===== src/rtl/if_prefetch.sv =====
// rtl/if_prefetch.sv - instruction-fetch stage with credit-limited prefetch queue
// Sequential fetch over req/gnt + rvalid, in-order response queue, redirect flush with stale-response discard.
module if_prefetch #(
    parameter int                ADDR_W   = 32,
    parameter int                INST_W   = 32,
    parameter int                DEPTH    = 4,
    parameter logic [ADDR_W-1:0] RESET_PC = '0
) (
    input  logic              clk,
    input  logic              rst,
    input  logic              PCSrc,
    input  logic [ADDR_W-1:0] branchAddr,
    output logic              imem_req,
    output logic [ADDR_W-1:0] instAddr,
    input  logic              imem_gnt,
    input  logic              imem_rvalid,
    input  logic [INST_W-1:0] memInst,
    output logic              inst_valid,
    input  logic              inst_ready,
    output logic [INST_W-1:0] inst,
    output logic [ADDR_W-1:0] inst_pc,
    output logic [ADDR_W-1:0] next_pc
);
    localparam int            PW      = $clog2(DEPTH);
    localparam int            CW      = PW + 1;
    localparam logic [CW:0]   DEPTH_C = (CW+1)'(DEPTH);

    logic [ADDR_W-1:0] fetch_pc, resp_pc;
    logic [INST_W-1:0] q_inst [DEPTH];
    logic [ADDR_W-1:0] q_pc   [DEPTH];
    logic [PW-1:0]     wr_ptr, rd_ptr;
    logic [CW-1:0]     count, outstanding, discard;
    logic [CW:0]       credit_used;
    logic              issue, rsp_ok, push, pop;

    // A request slot is only offered when the queue can absorb every in-flight response.
    always_comb begin
        credit_used = {1'b0, count} + {1'b0, outstanding};
        imem_req    = !rst && (credit_used < DEPTH_C) && !PCSrc;
        issue       = imem_req && imem_gnt;
        rsp_ok      = imem_rvalid && (outstanding != '0);
        push        = rsp_ok && (discard == '0) && !PCSrc;
        pop         = inst_valid && inst_ready && !PCSrc;
    end

    assign instAddr   = fetch_pc;
    assign inst_valid = (count != '0);
    assign inst       = q_inst[rd_ptr];
    assign inst_pc    = q_pc[rd_ptr];
    assign next_pc    = inst_pc + ADDR_W'(4);

    always_ff @(posedge clk) begin
        if (rst) begin
            fetch_pc    <= RESET_PC;
            resp_pc     <= RESET_PC;
            wr_ptr      <= '0;
            rd_ptr      <= '0;
            count       <= '0;
            outstanding <= '0;
            discard     <= '0;
            for (int i = 0; i < DEPTH; i++) begin
                q_inst[i] <= '0;
                q_pc[i]   <= '0;
            end
        end else if (PCSrc) begin
            // Everything still in flight after this cycle belongs to the abandoned path.
            fetch_pc    <= branchAddr;
            resp_pc     <= branchAddr;
            wr_ptr      <= '0;
            rd_ptr      <= '0;
            count       <= '0;
            outstanding <= outstanding - CW'(rsp_ok);
            discard     <= outstanding - CW'(rsp_ok);
        end else begin
            if (issue) begin
                fetch_pc <= fetch_pc + ADDR_W'(4);
            end
            outstanding <= outstanding + CW'(issue) - CW'(rsp_ok);
            if (rsp_ok && (discard != '0)) begin
                discard <= discard - CW'(1);
            end
            if (push) begin
                q_inst[wr_ptr] <= memInst;
                q_pc[wr_ptr]   <= resp_pc;
                wr_ptr         <= wr_ptr + PW'(1);
                resp_pc        <= resp_pc + ADDR_W'(4);
            end
            if (pop) begin
                rd_ptr <= rd_ptr + PW'(1);
            end
            count <= count + CW'(push) - CW'(pop);
        end
    end

    credit_bound: assert property (@(posedge clk) disable iff (rst) credit_used <= DEPTH_C);
endmodule


===== config.mk =====
export PLATFORM = sky130hd
export DESIGN_NAME = if_prefetch
export DESIGN_NICKNAME = d
export VERILOG_FILES = /design/src/rtl/if_prefetch.sv
export SDC_FILE = /design/constraint.sdc
export NUM_CORES = 1
export LEC_CHECK = 0
export ABC_AREA = 1
export BUFFER_PORTS_ARGS = -buffer_cell sky130_fd_sc_hd__buf_2
export CAP_MARGIN = 15
export CORE_ASPECT_RATIO = 0.8
export CORE_MARGIN = 10
export CORE_UTILIZATION = 40
export DETAILED_ROUTE_END_ITERATION = 6
export MAX_ROUTING_LAYER = met4
export SLEW_MARGIN = 20
export SYNTH_ARGS = -nofsm -noshare
export SYNTH_HDL_FRONTEND = slang
export SYNTH_SLANG_ARGS = --single-unit

===== constraint.sdc =====
create_clock -name clk -period 8.8 [get_ports clk]
set_input_delay 0.44 -clock clk [delete_from_list [all_inputs] [get_ports clk]]
set_output_delay 0.44 -clock clk [all_outputs]
set_load 0.02 [all_outputs]

After elaboration in Yosys (flattened, before gate mapping)
Memories as Yosys holds them, arrays and structs flattened. A register that Yosys moved wholly into a read port is not among the register bits.
Cells that the tools add are included.

word-level totals
  latch bits = 0
  memories = 2
  logic and storage cells = 66
  bits in writable memories = 256
  output and inout bits = 130
  bits in read-only memories = 0
  bits in registers = 77
  bits of input ports = 70

memory list
  name    depth  bits a word  rd ports  clocked after Yosys merged registers in  write ports  line  text
  q_inst  4      32           1         1                                        4            29    logic [INST_W-1:0] q_inst [DEPTH];
  q_pc    4      32           1         1                                        4            30    logic [ADDR_W-1:0] q_pc [DEPTH];

operators by class
  equal/unequal tests = 0
  multiply operators = 0
  shift-type cells = 0
  $lt $le $gt $ge = 1
  reduce and logical (&&, ||, !) cells = 21
  add/sub/neg operators = 12
  mux-type cells = 23
  divide/modulo/power cells = 0
  bitwise operators = 0

operator list
  cell                   number
  $mux 32                6
  $add 32x3->32 const B  3
  $reduce_or 32->1       2
  $mux 2                 6
  $logic_and 1x1->1      9
  $mux 3                 3
  $reduce_bool 3->1      3
  $sub 3x1->3            3
  $mux 1                 8
  $add 3x1->3            2
  $reduce_bool 2->1      3
  $add 2x1->2 const B    2
  $add 3x3->4            1
  $lt 4x3->1 const B     1
  $logic_not 3->1        1
  $sub 3x1->3 const B    1
  $logic_not 1->1        2
  $reduce_or 2->1        1

Depth between registers and ports, before layout
  word-level depth = 10
  depth in mapped cells = 15
  gate-level depth less buffers = 13

Worst setup path after synthesis
Ideal clock, no wire load.

  path kind = in2reg
  start point = in PCSrc
  end point = mem q_inst[3][0], enable pin
  setup time = 0.581 ns
  slack = 2.321 ns
  stages = 5
  data arrival time = 5.897 ns
  data required time = 8.219 ns
  buffers on the path = 2
  cells stage by stage = buf_4 inv_1 buf_1 nand2_1 o31ai_1

RTL lines
  element             line  text
  start: declaration  11    input logic PCSrc,
  end: declaration    29

==> impl_metrics.yaml <==
route:
  vias: 15280
  wire_per_inst_um: 17.9
  drtIter0Drc: 1169
  drcViolationCount: 0
  viasPerCell: 5.12
  first_pass_iters: 5
  ant_nets: 0
  wl_um: 53400
logic_synthesis:
  netlist_top_cells_count: "nand2_1 (598), nor2_1 (458), edfxtp_1 (256), inv_1 (242), o21ai_0 (125)"
  synth_cell_types: 38
  synth_seq_cells: 335
  synth_top_area_frac: 0.434
  synth_most_common_cell: "nand2_1"
  synth_top_area_cell: "edfxtp_1"
  synth_cells: 2246
  seq_area_frac_synth: 0.524
  syn_nets: 2331
  synth.top_cells.by_area: "edfxtp_1 (43%), nand2_1 (13%), nor2_1 (9.7%), dfxtp_1 (8.9%), inv_1 (5.1%)"
  yosysWarnings: 0
  synth_ff_type: "edfxtp_1"
  synth_edf_count: 256
  syn_area_mm2: 0.0177
  syn_avg_cell_area_um2: 7.88
  synth_async_sr_flop_share: 0
timing:
  hold_viol_final: 0
  finClkSkew_ns: 0.0135
  finalSetupViolCount: 0
  fin_crit_ns: 4.15
  finalSetupTns_ns: 0
  rsz0062_at_grt: "false"
  slew_headroom: 0.298
  max_freq_ghz: 0.241
  worstMarginPinSlew_ns: 1.05
  drv_slew: 0
  hold_slack_ns: 0.132
  fin_crit_sh: 0.472
clock_tree:
  post-cts-setup-buffer-count: 0
  ctsResizeCount: 0
  clk_pin_slew_ns: 0.06
  cts_root_buf: "clkbuf_16"
  clkSinkCount: 335
  hold_buffers: 0
  numCtsBuffers: 37
  h-tree-depth: 2
  cts_tree: "done"
  clock_latency_ns: 0.54
  cts_max_path_buffers: 3
die:
  rows: 68
  core_area_mm2: 0.0434
  start_util: 0.408
  dieArea_mm2: 0.0531
  die_h_um: 208
  die_w_um: 255
  ioPinCount: 200
flow_run:
  maxCapViolCount: 0
power:
  p_sw_uw: 1080
  comb_power_share: 0.143
  report.power.total_uw: 3830
  clkPwrFrac: 0.374
  p_leak_uw: 0.00839
  sw_frac_of_total: 0.283
  p_seq_frac: 0.483
  powerDensity_mw_per_mm2: 190
  peakVddDrop_v: 0.000125
  power.internal_uw: 2750
critical_path:
  cp-start-kind: "flop"
  rr_endpoint: "q_pc[1][20]"
  worstReg2RegStart: "discard[0]"
  path_delay_family: "buffers and inverters"
  arrival_ns: 3.71
  path_max_fanout: 91
  r2r_cells: 7
  critPathSlowestCell: "buf_4"
  path_buf_inv: 5
  r2r_slack_ns: 5.65
  cp-end-kind: "output pin"
  critPathKind: "flop to output pin"
  max_stage_delay_ns: 0.74
  path_cells: "buf_4 > buf_4 > a21oi_1 > o21ai_1 > nand2_1 > inv_2 > ha_1 > inv_1 > nor2_2 > nand2_1 > xor2_1 > buf_2"
  cp.required_ns: 8.36
grt:
  grt_pass1_vias: 14623
  globalRouteOverflowTotal: 0
  grt_max_degree: 92
  grt_pass1_wl_um: 82800
  grt_usage: 0.202
  antenna_found_initial: 0
final_layout:
  finalInstanceArea_mm2: 0.0201
  antenna_cells: 0
  fillCellCount: 4315
  final_nets: 2486
  drive_gt1_frac: 0.141
  area_growth_pct: 13.8
min_path:
  min_path_cells: 3
  min_from: "branchAddr[27]"
  min_path_type: "input pin to flop"
  worstHoldEndpoint: "instAddr[27]"
place:
  gp_congestion: 0.914
  io_buffers: 199
  place_area_mm2: 0.0190
  post-dp-hpwl_um: 35800
run_status:
  status: "complete, no violations"
sequential cells by signal, summed over array words and instances, names as in the netlist, named ones only:
signal       count
count            3
discard          3
instAddr        32
outstanding      3
q_inst         128
q_pc           128
rd_ptr           2
resp_pc         32
wr_ptr           2
per-stage QoR:
stage,setup WS (ns),utilization,std cells
detailed placement,5.12,0.439,2922
global route,4.34,0.464,2987
CTS,4.63,0.464,2987
global placement,5.19,0.439,2922
floorplan,2.32,-,2246
finish,4.65,0.464,2987
kinds of logic after synthesis:
| kind of cell | share of synthesized area |
|---|---|
| compound gates | 0.0726 |
| xor+xnor | 0.0183 |
| fa+ha+maj | 0.0115 |
| buf+inv | 0.0844 |
| flops | 0.524 |
| simple gates | 0.289 |
metal layers:
layer	global-route usage	part of all wire
met5	-	0
met4	0.0390	0.015
met3	0.0300	0.072
met2	0.304	0.45
met1	0.284	0.47
power groups by stage:
| stage | Clock [uW] | Sequential [uW] | Combinational (uW) |
|---|---|---|---|
| global route | 1520 | 1860 | 607 |
| global placement | 0 | 1880 | 546 |
| floorplan | 0 | 1890 | 341 |
| CTS | 1460 | 1850 | 553 |
| finish | 1430 | 1850 | 549 |
| detailed placement | 0 | 1880 | 551 |
how the worst max path moves through the flow:
| stage | slack (ns) | endpoint | depth (start not counted) | start |
|---|---|---|---|---|
| 2_1_floorplan | 2.32 | q_inst[3][0] | 5 | PCSrc |
| 3_3_place_gp | 5.19 | q_pc[0][17] | 8 | rst |
| 3_5_place_dp | 5.12 | q_inst[0][1] | 8 | rst |
| 4_1_cts | 4.63 | next_pc[16] | 12 | flop |
| 5_1_grt | 4.34 | next_pc[17] | 13 | flop |
| 6_report | 4.65 | next_pc[16] | 12 | flop |
cell usage in the layout, fill, tap and decap left out, types with 2 or more instances in the layout:
master     synthesis  layout
clkinv_1           2       8
xnor2_1            2       2
clkbuf_16          0      37
clkinv_2           0       6
o211ai_1           6       6
inv_1            242     240
nand2_1          598     595
clkbuf_1          55      11
inv_2             12      12
nor2_4             4       4
buf_2             19     199
nor2_2            29      29
or2_2              2       2
a21oi_1           49      49
nor3_1            11      11
ha_1              13      13
nand4_1           17      17
o21ai_0          125     123
inv_6              0       2
buf_4             11      17
o21ai_4            0       2
nand3_1          124     124
nand2_2           19      22
nor2_1           458     458
edfxtp_1         256     256
a31oi_1           12      12
fa_1               2       2
clkbuf_8           0       3
dfxtp_1           79      77
o22ai_1           40      40
xor2_1            35      35
worst min-delay path, stage by stage:
cell and delay, ns:
buf_2 0.09, nand2_1 0.05, nand2_1 0.06
final cells by class:
| class | instances | area [um^2] | share of cell area |
|---|---|---|---|
| sequential | 335 | 9270 | 0.460 |
| multi-input combinational | 1554 | 6980 | 0.346 |
| timing repair buffer | 216 | 1120 | 0.0558 |
| clock buffer | 51 | 1010 | 0.0501 |
| inverter | 257 | 968 | 0.0481 |
| tap | 560 | 701 | 0.0348 |
| clock inverter | 14 | 86.3 | 0.00429 |
Note: power is estimated with default switching activity, not from simulation.
